==> config.mk <==
export PLATFORM = sky130hd
export DESIGN_NAME = branch_predict_unit
export DESIGN_NICKNAME = d
export VERILOG_FILES = /design/src/rtl/branch_predict_unit_pkg.sv /design/src/rtl/branch_predict_unit_comparator.sv /design/src/rtl/branch_predict_unit.sv
export SDC_FILE = /design/constraint.sdc
export NUM_CORES = 1
export LEC_CHECK = 0
export ABC_AREA = 1
export ABC_CLOCK_PERIOD_IN_PS = 5800
export CAP_MARGIN = 20
export CORE_ASPECT_RATIO = 1.75
export CORE_UTILIZATION = 48
export DETAILED_ROUTE_END_ITERATION = 8
export GPL_TIMING_DRIVEN = 0
export PLACE_DENSITY = 0.72
export REMOVE_ABC_BUFFERS = 1
export SETUP_SLACK_MARGIN = 0.05
export SLEW_MARGIN = 20
export SYNTH_ARGS = -nofsm -noshare
export SYNTH_HDL_FRONTEND = slang
export SYNTH_SLANG_ARGS = --single-unit
==> constraint.sdc <==
create_clock -name clk -period 5.8 [get_ports clk]
set_input_delay 1.74 -clock clk [delete_from_list [all_inputs] [get_ports clk]]
set_output_delay 1.74 -clock clk [all_outputs]
set_load 0.1 [all_outputs]
==> src/rtl/branch_predict_unit_pkg.sv <==
// Shared encodings for the EX-stage branch resolver and BHT.
// Funct3 branch codes, 2-bit counter states, redirect select codes.
package branch_predict_unit_pkg;

  localparam logic [2:0] F3_BEQ  = 3'b000;
  localparam logic [2:0] F3_BNE  = 3'b001;
  localparam logic [2:0] F3_BLT  = 3'b100;
  localparam logic [2:0] F3_BGE  = 3'b101;
  localparam logic [2:0] F3_BLTU = 3'b110;
  localparam logic [2:0] F3_BGEU = 3'b111;

  localparam logic [1:0] SNT = 2'b00;
  localparam logic [1:0] WNT = 2'b01;
  localparam logic [1:0] WT  = 2'b10;
  localparam logic [1:0] ST  = 2'b11;

  localparam logic [1:0] RED_NONE   = 2'b00;
  localparam logic [1:0] RED_TARGET = 2'b01;
  localparam logic [1:0] RED_SEQ    = 2'b10;

endpackage

==> src/rtl/branch_predict_unit_comparator.sv <==
// Combinational RV32I branch condition evaluation.
// Reserved funct3 codes resolve not-taken and flag illegal.
module branch_comparator
  import branch_predict_unit_pkg::*;
#(
  parameter int XLEN = 32
) (
  input  logic [2:0]      funct3,
  input  logic [XLEN-1:0] rs1,
  input  logic [XLEN-1:0] rs2,
  output logic            taken,
  output logic            illegal
);

  logic eq;
  logic lts;
  logic ltu;

  assign eq  = (rs1 == rs2);
  assign lts = ($signed(rs1) < $signed(rs2));
  assign ltu = (rs1 < rs2);

  always_comb begin
    taken   = 1'b0;
    illegal = 1'b0;
    unique case (funct3)
      F3_BEQ:  taken = eq;
      F3_BNE:  taken = ~eq;
      F3_BLT:  taken = lts;
      F3_BGE:  taken = ~lts;
      F3_BLTU: taken = ltu;
      F3_BGEU: taken = ~ltu;
      default: illegal = 1'b1;
    endcase
  end

endmodule

==> src/rtl/branch_predict_unit.sv <==
// EX-stage branch resolution with a 2-bit BHT predictor,
// mispredict redirect selection and saturating perf counters.
module branch_predict_unit
  import branch_predict_unit_pkg::*;
#(
  parameter int         XLEN        = 32,
  parameter int         BHT_ENTRIES = 64,
  parameter logic [1:0] INIT_STATE  = 2'b01,
  parameter int         CNT_W       = 32
) (
  input  logic             clk,
  input  logic             reset,
  input  logic [XLEN-1:0]  IF_PC_i,
  output logic             Predict_Taken_o,
  input  logic             EX_Valid_i,
  input  logic             EX_Branch_i,
  input  logic             EX_Stall_i,
  input  logic [XLEN-1:0]  EX_PC_i,
  input  logic [2:0]       EX_Funct3_i,
  input  logic [XLEN-1:0]  EX_Rs1_i,
  input  logic [XLEN-1:0]  EX_Rs2_i,
  input  logic             EX_Pred_Taken_i,
  input  logic             Clear_Counters_i,
  output logic             Branch_Taken_o,
  output logic             Mispredict_o,
  output logic [1:0]       Redirect_Sel_o,
  output logic             Illegal_Branch_o,
  output logic [CNT_W-1:0] Branch_Count_o,
  output logic [CNT_W-1:0] Mispredict_Count_o
);

  localparam int IDX_W = $clog2(BHT_ENTRIES);

  logic [1:0]       bht [BHT_ENTRIES];
  logic [IDX_W-1:0] if_idx;
  logic [IDX_W-1:0] ex_idx;
  logic             res;
  logic             cmp_taken;
  logic             cmp_illegal;
  logic             legal;
  logic [1:0]       cur;
  logic             unused_pc;

  assign if_idx = IF_PC_i[IDX_W+1:2];
  assign ex_idx = EX_PC_i[IDX_W+1:2];
  assign unused_pc = &{1'b0, IF_PC_i[XLEN-1:IDX_W+2], IF_PC_i[1:0],
                       EX_PC_i[XLEN-1:IDX_W+2], EX_PC_i[1:0]};

  branch_comparator #(.XLEN(XLEN)) u_cmp (
    .funct3  (EX_Funct3_i),
    .rs1     (EX_Rs1_i),
    .rs2     (EX_Rs2_i),
    .taken   (cmp_taken),
    .illegal (cmp_illegal)
  );

  assign res              = EX_Valid_i & EX_Branch_i & ~EX_Stall_i;
  assign legal            = res & ~cmp_illegal;
  assign Branch_Taken_o   = res & cmp_taken;
  assign Illegal_Branch_o = res & cmp_illegal;
  assign Mispredict_o     = res & (Branch_Taken_o != EX_Pred_Taken_i);
  assign Predict_Taken_o  = bht[if_idx][1];
  assign cur              = bht[ex_idx];

  always_comb begin
    Redirect_Sel_o = RED_NONE;
    if (Mispredict_o)
      Redirect_Sel_o = Branch_Taken_o ? RED_TARGET : RED_SEQ;
  end

  always_ff @(posedge clk or negedge reset) begin
    if (!reset) begin
      for (int i = 0; i < BHT_ENTRIES; i++)
        bht[i] <= INIT_STATE;
    end else if (legal) begin
      if (Branch_Taken_o && cur != ST)
        bht[ex_idx] <= cur + 2'd1;
      else if (!Branch_Taken_o && cur != SNT)
        bht[ex_idx] <= cur - 2'd1;
    end
  end

  // Clear wins over increment; both saturate at all-ones.
  always_ff @(posedge clk or negedge reset) begin
    if (!reset) begin
      Branch_Count_o     <= '0;
      Mispredict_Count_o <= '0;
    end else if (Clear_Counters_i) begin
      Branch_Count_o     <= '0;
      Mispredict_Count_o <= '0;
    end else begin
      if (legal && !(&Branch_Count_o))
        Branch_Count_o <= Branch_Count_o + 1'b1;
      if (Mispredict_o && !(&Mispredict_Count_o))
        Mispredict_Count_o <= Mispredict_Count_o + 1'b1;
    end
  end

endmodule

[Word level (Yosys, flattened, before mapping)]
Index checks and enable logic that the tools add are counted.
Cells by class
  bitwise operators: 12
  mux-type cells: 20
  magnitude comparators: 5
  reduce and logical (&&, ||, !) cells: 17
  add/sub/neg operators: 4
  equality and inequality tests: 8
Operators with widths (number)
  bitwise mux 128 bit: 2
  2-to-1 mux 128 bit: 2
  2-to-1 mux 32 bit: 4
  adder 32 x 1 -> 32 bit (second input constant): 2
  < comparator 32 bit: 2
  AND reduction 32 bit: 2
  == test 32 bit: 1
  binary-select mux 2 bit (select 6 bit): 2
  >= comparator 7 bit (second input constant): 2
  2-to-1 mux 2 bit: 7
  NOT 6 -> 7 bit: 2
  demux 2 bit (select 6 bit): 1
  == test 3 bit (second input constant): 4
  nonzero test 2 bit: 4
  < comparator 7 x 1 -> 1 bit (second input constant): 1
  bitwise AND 1 bit: 6
  one-hot mux 1 bit (6 select lines): 1
  OR reduction 6 bit: 1
  logical AND 1 bit: 5
  NOT 1 bit: 4
  == test 3 x 1 -> 1 bit (second input constant): 1
  zero test 1 bit: 3
  zero test 3 bit: 1
  adder 2 x 1 -> 2 bit (second input constant): 1
  other kinds (5): 5
Storage, ports and cells
  input port bits: 138
  output and inout bits: 70
  flip-flop bits (word level): 192
  logic and storage cells: 132

[Longest topological paths before layout]
Gate-level depths: netlist (run 1).
  depth in word-level cells: 9
  gate-level depth with buffers: 24
  mapped depth without buffers: 22

[Modules after synthesis]
From an unflattened synthesis (run 1), not the netlist that was laid out.
Second synthesis, totals
  cell total of the unflattened synthesis: 2029
  area, all modules: 13075.0 sq um
By module, submodules not included
  branch_predict_unit: cells an instance 1862, area an instance 12079.1 sq um, times used 1, sequential area each 4884.7 sq um
  branch_comparator: cells an instance 167, area an instance 996.0 sq um, times used 1, sequential area each 0.0 sq um

[Least setup slack after synthesis (run 1)]
Ideal clock, no wire load.
  path type: input to output
  start point: in IF_PC_i[2]
  end point: out Predict_Taken_o
  data required time: 4060 ps
  cell stages on the path: 8
  arrival time: 4864 ps
  slack: -804 ps
  buffers on the path: 2
  path through: clkbuf_1 -> clkbuf_1 -> o21ai_0 -> o21ai_0 -> nor2_1 -> o221ai_1 -> o21ai_0 -> o21ai_0
On the way
  longest elaborated chain between the ends: 4
RTL lines
  start, declared: line branch_predict_unit.sv:13  | input logic [XLEN-1:0] IF_PC_i,
  NOT 6 -> 7 bit (implied by the code): line branch_predict_unit.sv:62  | assign Predict_Taken_o = bht[if_idx][1];
  binary-select mux 2 bit (select 6 bit): line branch_predict_unit.sv:62
  2-to-1 mux 2 bit (implied by the code) (2 in series): line branch_predict_unit.sv:62
  end, declared: line branch_predict_unit.sv:14  | output logic Predict_Taken_o,
Every way passes these cells. The select of a mux whose other input is x is not followed.

[Final worst setup path (run 1)]
  start point: in EX_Rs2_i[9]
  end point: out Branch_Taken_o
On the way
  longest elaborated chain between the ends: 4
  elaborated cells on any way between the ends: 8
  classes of those cells: 2 x order compare; 1 x eq/ne; 1 x mux; 4 x bitwise
RTL lines
  start, declared: line branch_predict_unit.sv:21  | input logic [XLEN-1:0] EX_Rs2_i,
  < comparator 32 bit, or another cell as far along: line branch_predict_unit_comparator.sv:21  | assign ltu = (rs1 < rs2);
  NOT 1 bit (on tied branches): line branch_predict_unit_comparator.sv:32, branch_predict_unit_comparator.sv:28, branch_predict_unit_comparator.sv:30
  one-hot mux 1 bit (6 select lines) (*): line branch_predict_unit_comparator.sv:26  | unique case (funct3)
  bitwise AND 1 bit (*): line branch_predict_unit.sv:59  | assign Branch_Taken_o = res & cmp_taken;
  end, declared: line branch_predict_unit.sv:24  | output logic Branch_Taken_o,
Every way passes the cells marked *; elsewhere a longest branch is shown, timed or not.

==> impl_metrics.toml, run 1 <==
[outcome]
status = "complete, no violations"

[final_layout]
finalNetCount = 2382
fin_cells = 2599
num-fill-cells = 2644
fin_util_pct = 59.89
drive_gt1_share_pct = 12.92
area_delta_synth_final_pct = 21.71
diodes = 0

[power]
power_density_nw_per_um2 = 187.9
ir_drop_mv = 0.2215
sw_frac_of_total_pct = 31.90
seq_power_share_pct = 42.5
share_comb_of_total_power_pct = 20.3
switchingPower_mw = 1.035
power.leakage_nw = 7.851
p_int_mw = 2.210
p_clk_share_pct = 37.2

[die]
fp.dieArea_um2 = 30280
ios = 208
core_um2 = 28830
initial_core_util_pct = 49.21
rows = 82
die_y_um = 229.4
die_width_um = 132.0

[routing]
drc = 0
via_per_inst = 5.845
dr_total_vias = 15190
drt_wl_total_mm = 48.73
drtIter0Drc = 1271
ant_nets = 0
wire_per_inst_um = 18.75
drt_first_pass_iters = 6

[synth]
syn_area_um2 = 14190
synthCells = 2103
ys_warn_count = 0
yosysSeqAreaShare_pct = 34.43
synth_ff_type = "dfrtp_1"
ys_async_sr_fraction_pct = 100.0
ys_types = 51
avgSynthCellArea_um2 = 6.746
synth_edf_count = 0
ys_ff_latch = 192

[timing]
rsz0062_at_grt = "false"
hold_viol_final = 0
clock_skew_ps = 10.15
fmax_ghz = 0.1755
finalCritPeriodShare_pct = 98.23
finalCriticalPeriod_ps = 5697
max_slew.worst_pin.slew_ps = 1012
setup_viol = 0
slew_headroom_pct = 32.34
maxSlewViolCount = 0

[setup_path]
cp.required_ps = 4060
cp-startpoint = "EX_Rs2_i[9]"
start_kind = "primary input"
worst-path-max-fanout = 5
cp_slowest_cell = "clkdlybuf4s50_1"
path_class = "primary input to output pin"
max_stage_delay_ps = 460
critPathArrivalTime_ps = 3960
cp_common_cell = "nand2_1"
worstSetupEndpoint = "Branch_Taken_o"
rrSetupSlack_ps = 2100
crit_path_end_kind = "output pin"
crit_path_cell_trace = "clkdlybuf4s50_1, inv_1, ha_1, nand2_1, nand2_1, nand2_1, nand2_1, a21oi_1, nand2_2, nand2_4, nand2_1, nand2_1, nand3_2, nand3_4, nand2_4, buf_4, inv_2, buf_12"
reg2reg_depth = 15

[placement]
place.gp.congestion = 0.9429
dp_hpwl_mm = 30.41
dp.cells = 2543
portBuffers = 155

[clocking]
insertion_delay_ps = 460
path_clk_slew_ps = 70
cts_tree = "done"
root_buffer = "clkbuf_16"
cts_max_level = 4
cts_num_sinks = 192
clock_path_buffers = 2
numCtsBuffers = 17
holdBufCountCts = 0

[job]
drv_cap = 0

[min_path]
hold_path.class = "flop to flop"

[global_route]
first_global_vias = 15070
antenna_found_initial = 0
grt_pass1_wl_mm = 77.30
grt_start_max_net_pins = 96
overflow = 0
grt.total_usage_pct = 32.37
[cells in the mapped netlist (4+ instances only)]
cell | number | area share [%]
ha_1 | 36 | 3.2
o21ai_0 | 73 | 2.6
o221ai_1 | 9 | 0.56
o22ai_1 | 35 | 1.5
a21oi_1 | 41 | 1.4
or2_2 | 6 | 0.26
clkbuf_1 | 43 | 1.1
buf_2 | 37 | 1.3
nand3_2 | 58 | 4.1
buf_12 | 6 | 0.85
nand2_1 | 630 | 17
nor3_1 | 43 | 1.5
nand3_1 | 127 | 4.5
dfrtp_1 | 128 | 23
buf_1 | 4 | 0.11
buf_6 | 7 | 0.56
nor2_1 | 287 | 7.6
inv_1 | 235 | 6.2
buf_4 | 8 | 0.42
dfstp_2 | 64 | 12
a221oi_1 | 11 | 0.68
nor4_1 | 14 | 0.62
a22oi_1 | 8 | 0.42
nand4_1 | 122 | 5.4
xnor2_1 | 10 | 0.62
xor2_1 | 22 | 1.4
o21a_1 | 4 | 0.21
[power groups by stage]
stage	Clock, mW	Sequential [mW]	Combinational (mW)
after floorplan	0	1.40	0.282
after global placement	0	1.40	0.502
after detailed placement	0	1.40	0.562
after CTS	1.22	1.38	0.622
after global routing	1.27	1.38	0.696
final	1.21	1.38	0.658
[cell type report]
cell class | instances | area, um^2 | share of cell area, %
multi-input cells | 1567 | 8283 | 47.97
well taps | 378 | 473.0 | 2.739
repair buffers | 187 | 2100 | 12.16
inverters | 241 | 929.6 | 5.384
flip-flops and latches | 192 | 4885 | 28.29
repair inverters | 2 | 12.51 | 0.07246
clock buffers | 22 | 485.5 | 2.811
clock inverters | 10 | 100.1 | 0.5797
[timing repair]
action                                  in CTS  in global routing
endpoints found under the hold margin        0                  0
resized for setup                          146                 53
pin swaps                                   47                 30
buffers inserted                            10                  7
endpoints found under the setup margin     133                132
gates cloned                                 7                  0
[worst max-delay path, delay by kind of cell]
family	cells	cell delay, ps
adder cells (fa/ha/maj)	1	290
AND/OR/NAND/NOR	11	870
buffers and inverters	5	890
AO/OA/AOI/OAI	1	170
[worst min-delay path by stage]
stage | cells after the start | slack (ps) | to | startpoint
6_report | 2 | 460 | flop | flop
5_1_grt | 2 | 480 | flop | flop
4_1_cts | 2 | 460 | flop | flop
3_5_place_dp | 2 | 450 | flop | flop
3_3_place_gp | 2 | 450 | flop | flop
2_1_floorplan | 2 | 440 | flop | flop
[routing by layer]
| metal | vias to the layer above | global-route usage, % | routed length, um |
|---|---|---|---|
| met5 | - | 0 | 0 |
| met3 | 213 | 6.286 | 3920 |
| li1 | 7106 | - | - |
| met4 | 0 | 23.62 | 3652 |
| met2 | 756 | 56.68 | 24060 |
| met1 | 7116 | 34.46 | 17100 |
[layout by cell type, fill, tap and decap left out, drive strengths merged, types with 7 or more instances in the layout]
cell | Yosys | routed
dfrtp | 128 | 128
a21oi | 42 | 42
clkbuf | 44 | 24
clkdlybuf4s50 | 0 | 93
nand4 | 122 | 122
nand3 | 185 | 186
xor2 | 22 | 22
dlygate4sd2 | 0 | 33
o21ai | 75 | 75
dlymetal6s2s | 0 | 18
a221oi | 11 | 11
a22oi | 8 | 8
o221ai | 9 | 9
nor2 | 289 | 289
nor4 | 14 | 14
ha | 36 | 36
buf | 63 | 38
clkinvlp | 0 | 10
nor3 | 44 | 44
nand2 | 633 | 636
or2 | 7 | 7
inv | 239 | 238
o22ai | 35 | 35
xnor2 | 10 | 10
dfstp | 64 | 64
[through the flow]
step / cell area (um^2) / worst slack, ps / hold WS, ps / TNS (ps) / total power [mW]
floorplan: 13550 / -4783 / 439.7 / -734150 / 1.687
global placement: 15570 / -10080 / 448.1 / -2465500 / 1.904
detailed placement: 16000 / -1990 / 452.3 / -135010 / 1.964
CTS: 17030 / 51.75 / 463.1 / 0 / 3.223
global route: 17270 / 6.027 / 475.9 / 0 / 3.342
finish: 17270 / 102.8 / 459.9 / 0 / 3.245
[cells by family (layout without fill, tap and decap cells)]
kind of cell	count (synthesis)	in the layout	share of synthesized area, %
compound gates	198	198	8.378
xor+xnor	32	32	1.975
fa+ha+maj	36	36	3.175
buf+inv	348	462	10.91
flops	192	192	34.43
simple gates	1297	1301	41.13
Power figures use the tool's default switching activity.
==> run 2: changes to the inputs <==
--- a/config.mk
+++ b/config.mk
@@ -19,3 +19,4 @@
 export SYNTH_ARGS = -nofsm -noshare
 export SYNTH_HDL_FRONTEND = slang
 export SYNTH_SLANG_ARGS = --single-unit
+export TNS_END_PERCENT = 5
==> impl_metrics.toml, run 2 (synthesized netlist as in run 1, its figures left out) <==
[setup_path]
worstPathBufferInverterCount = 3
path_depth = 17
reg2reg_depth = 15
cp.required_ps = 4060
critPathArrivalTime_ps = 3980
crit_path_cell_trace = "clkdlybuf4s50_1, ha_1, nand2_1, nor2_2, nand4_1, nor2_1, nand2_1, nand2_1, o21ai_1, inv_1, nand2_1, nor2_2, nand3_4, nand2_4, nand2_8, nand2_8, buf_12"
cp_common_cell = "nand2_1"
cp-startpoint = "EX_Rs1_i[12]"
worstSetupEndpoint = "Mispredict_o"
cp_slowest_cell = "clkdlybuf4s50_1"
worst-path-max-fanout = 3
start_kind = "primary input"
crit_family = "simple AND/OR/NAND/NOR gates"
path_class = "primary input to output pin"
rrSetupSlack_ps = 2080
max_stage_delay_ps = 450
crit_path_end_kind = "output pin"

[global_route]
grt_pass1_wl_mm = 77.30
grt.total_usage_pct = 32.37
first_global_vias = 15070
grt_start_max_net_pins = 96
overflow = 0
antenna_found_initial = 0

[min_path]
hold_path.class = "flop to flop"
holdPathStages = 2

[clocking]
insertion_delay_ps = 460
cts_tree = "done"
holdBufCountCts = 0
path_clk_slew_ps = 70
cts_max_level = 4
root_buffer = "clkbuf_16"
cts_num_sinks = 192
clock_path_buffers = 2
numCtsBuffers = 17

[routing]
drtIter0Drc = 1255
drc = 0
wire_per_inst_um = 18.71
dr_total_vias = 15160
ant_nets = 0
via_per_inst = 5.838
drt_first_pass_iters = 6
drt_wl_total_mm = 48.56

[outcome]
status = "complete, no violations"

[die]
core_um2 = 28830
fp.dieArea_um2 = 30280
initial_core_util_pct = 49.21
die_y_um = 229.4
rows = 82
ios = 208
die_width_um = 132.0

[placement]
post-place-ws_ps = -1990
portBuffers = 155
dp_hpwl_mm = 30.41
place.gp.congestion = 0.9429

[final_layout]
drive_gt1_share_pct = 12.62
final_common_cell = "nand2_1"
layout_common_cells = "620 x nand2_1, 283 x nor2_1, 217 x inv_1, 128 x dfrtp_1, 122 x nand4_1"
diodes = 0
num-fill-cells = 2651
area_delta_synth_final_pct = 21.31
finalNetCount = 2379

[timing]
finalCritPeriodShare_pct = 98.57
setup_slack_ps = 83.19
slew_headroom_pct = 32.34
setup_viol = 0
max_slew.worst_pin.slew_ps = 1012
clock_skew_ps = 10.10
rsz0062_at_grt = "true"
hold_viol_final = 0
fmax_ghz = 0.1749
maxSlewViolCount = 0
finalCriticalPeriod_ps = 5717

[power]
power.leakage_nw = 7.780
power_mw = 3.240
power_density_nw_per_um2 = 188.3
ir_drop_mv = 0.2191

[job]
drv_cap = 0
run 2: changes by cell type in the layout (fill, tap and decap cells not counted), sizes merged:
cell | previous run | this run
dlymetal6s2s | 18 | 13
buf | 38 | 35
clkdlybuf4s50 | 93 | 98
run 2: repair_timing:
action / in CTS / in global routing
gates cloned: 7 / 0
setup endpoints to repair: 133 / 132
gates resized for setup: 146 / 43
pin swaps: 47 / 24
hold endpoints to repair: 0 / 0
setup buffers: 10 / 4
run 2: report_power, final:
group	leakage, nW	switching, mW	internal [mW]
clock network	0.274	0.564	0.645
logic	5.06	0.456	0.197
registers	2.45	0.0114	1.37
total	7.78	1.03	2.21
run 2: worst min path at each step:
stage	from	end
finish	flop	flop
global route	flop	flop
CTS	flop	flop
detailed placement	flop	flop
global placement	flop	flop
floorplan	flop	flop
run 2: per-stage QoR:
stage | cells | utilization [%] | setup TNS [ps] | hold WS (ps) | cell area, um^2
floorplan | 1996 | - | -734150 | 439.7 | 13550
global route | 2596 | 59.70 | -189.5 | 475.9 | 17210
CTS | 2592 | 59.07 | 0 | 463.1 | 17030
global placement | 2529 | 54.01 | -2465500 | 448.1 | 15570
finish | 2596 | 59.70 | 0 | 460.0 | 17210
detailed placement | 2543 | 55.49 | -135010 | 452.3 | 16000
run 2: layer usage:
metal / GRT usage, % / part of all wire [%]
met2: 56.68 / 49
met3: 6.286 / 8.0
met5: 0 / 0
met4: 23.62 / 7.5
met1: 34.46 / 35
run 2: worst reg2reg max path, delay by kind of cell, from the launching register on:
| family | cells | cell delay [ps] |
|---|---|---|
| AO/OA/AOI/OAI | 2 | 700 |
| adder cells (fa/ha/maj) | 1 | 190 |
| buffers and inverters | 4 | 920 |
| flip-flops | 1 | 530 |
| AND/OR/NAND/NOR | 8 | 1300 |
run 2: final cells by class:
cell class	count	area, um^2	area share (%)
Clock inverter	10	100.1	0.5816
Tap cell	378	473.0	2.748
Timing Repair Buffer	184	2064	12.00
Timing Repair inverter	2	12.51	0.07270
Sequential cell	192	4885	28.38
Inverter	241	929.6	5.402
Clock buffer	22	485.5	2.821
Multi-Input combinational cell	1567	8260	48.00
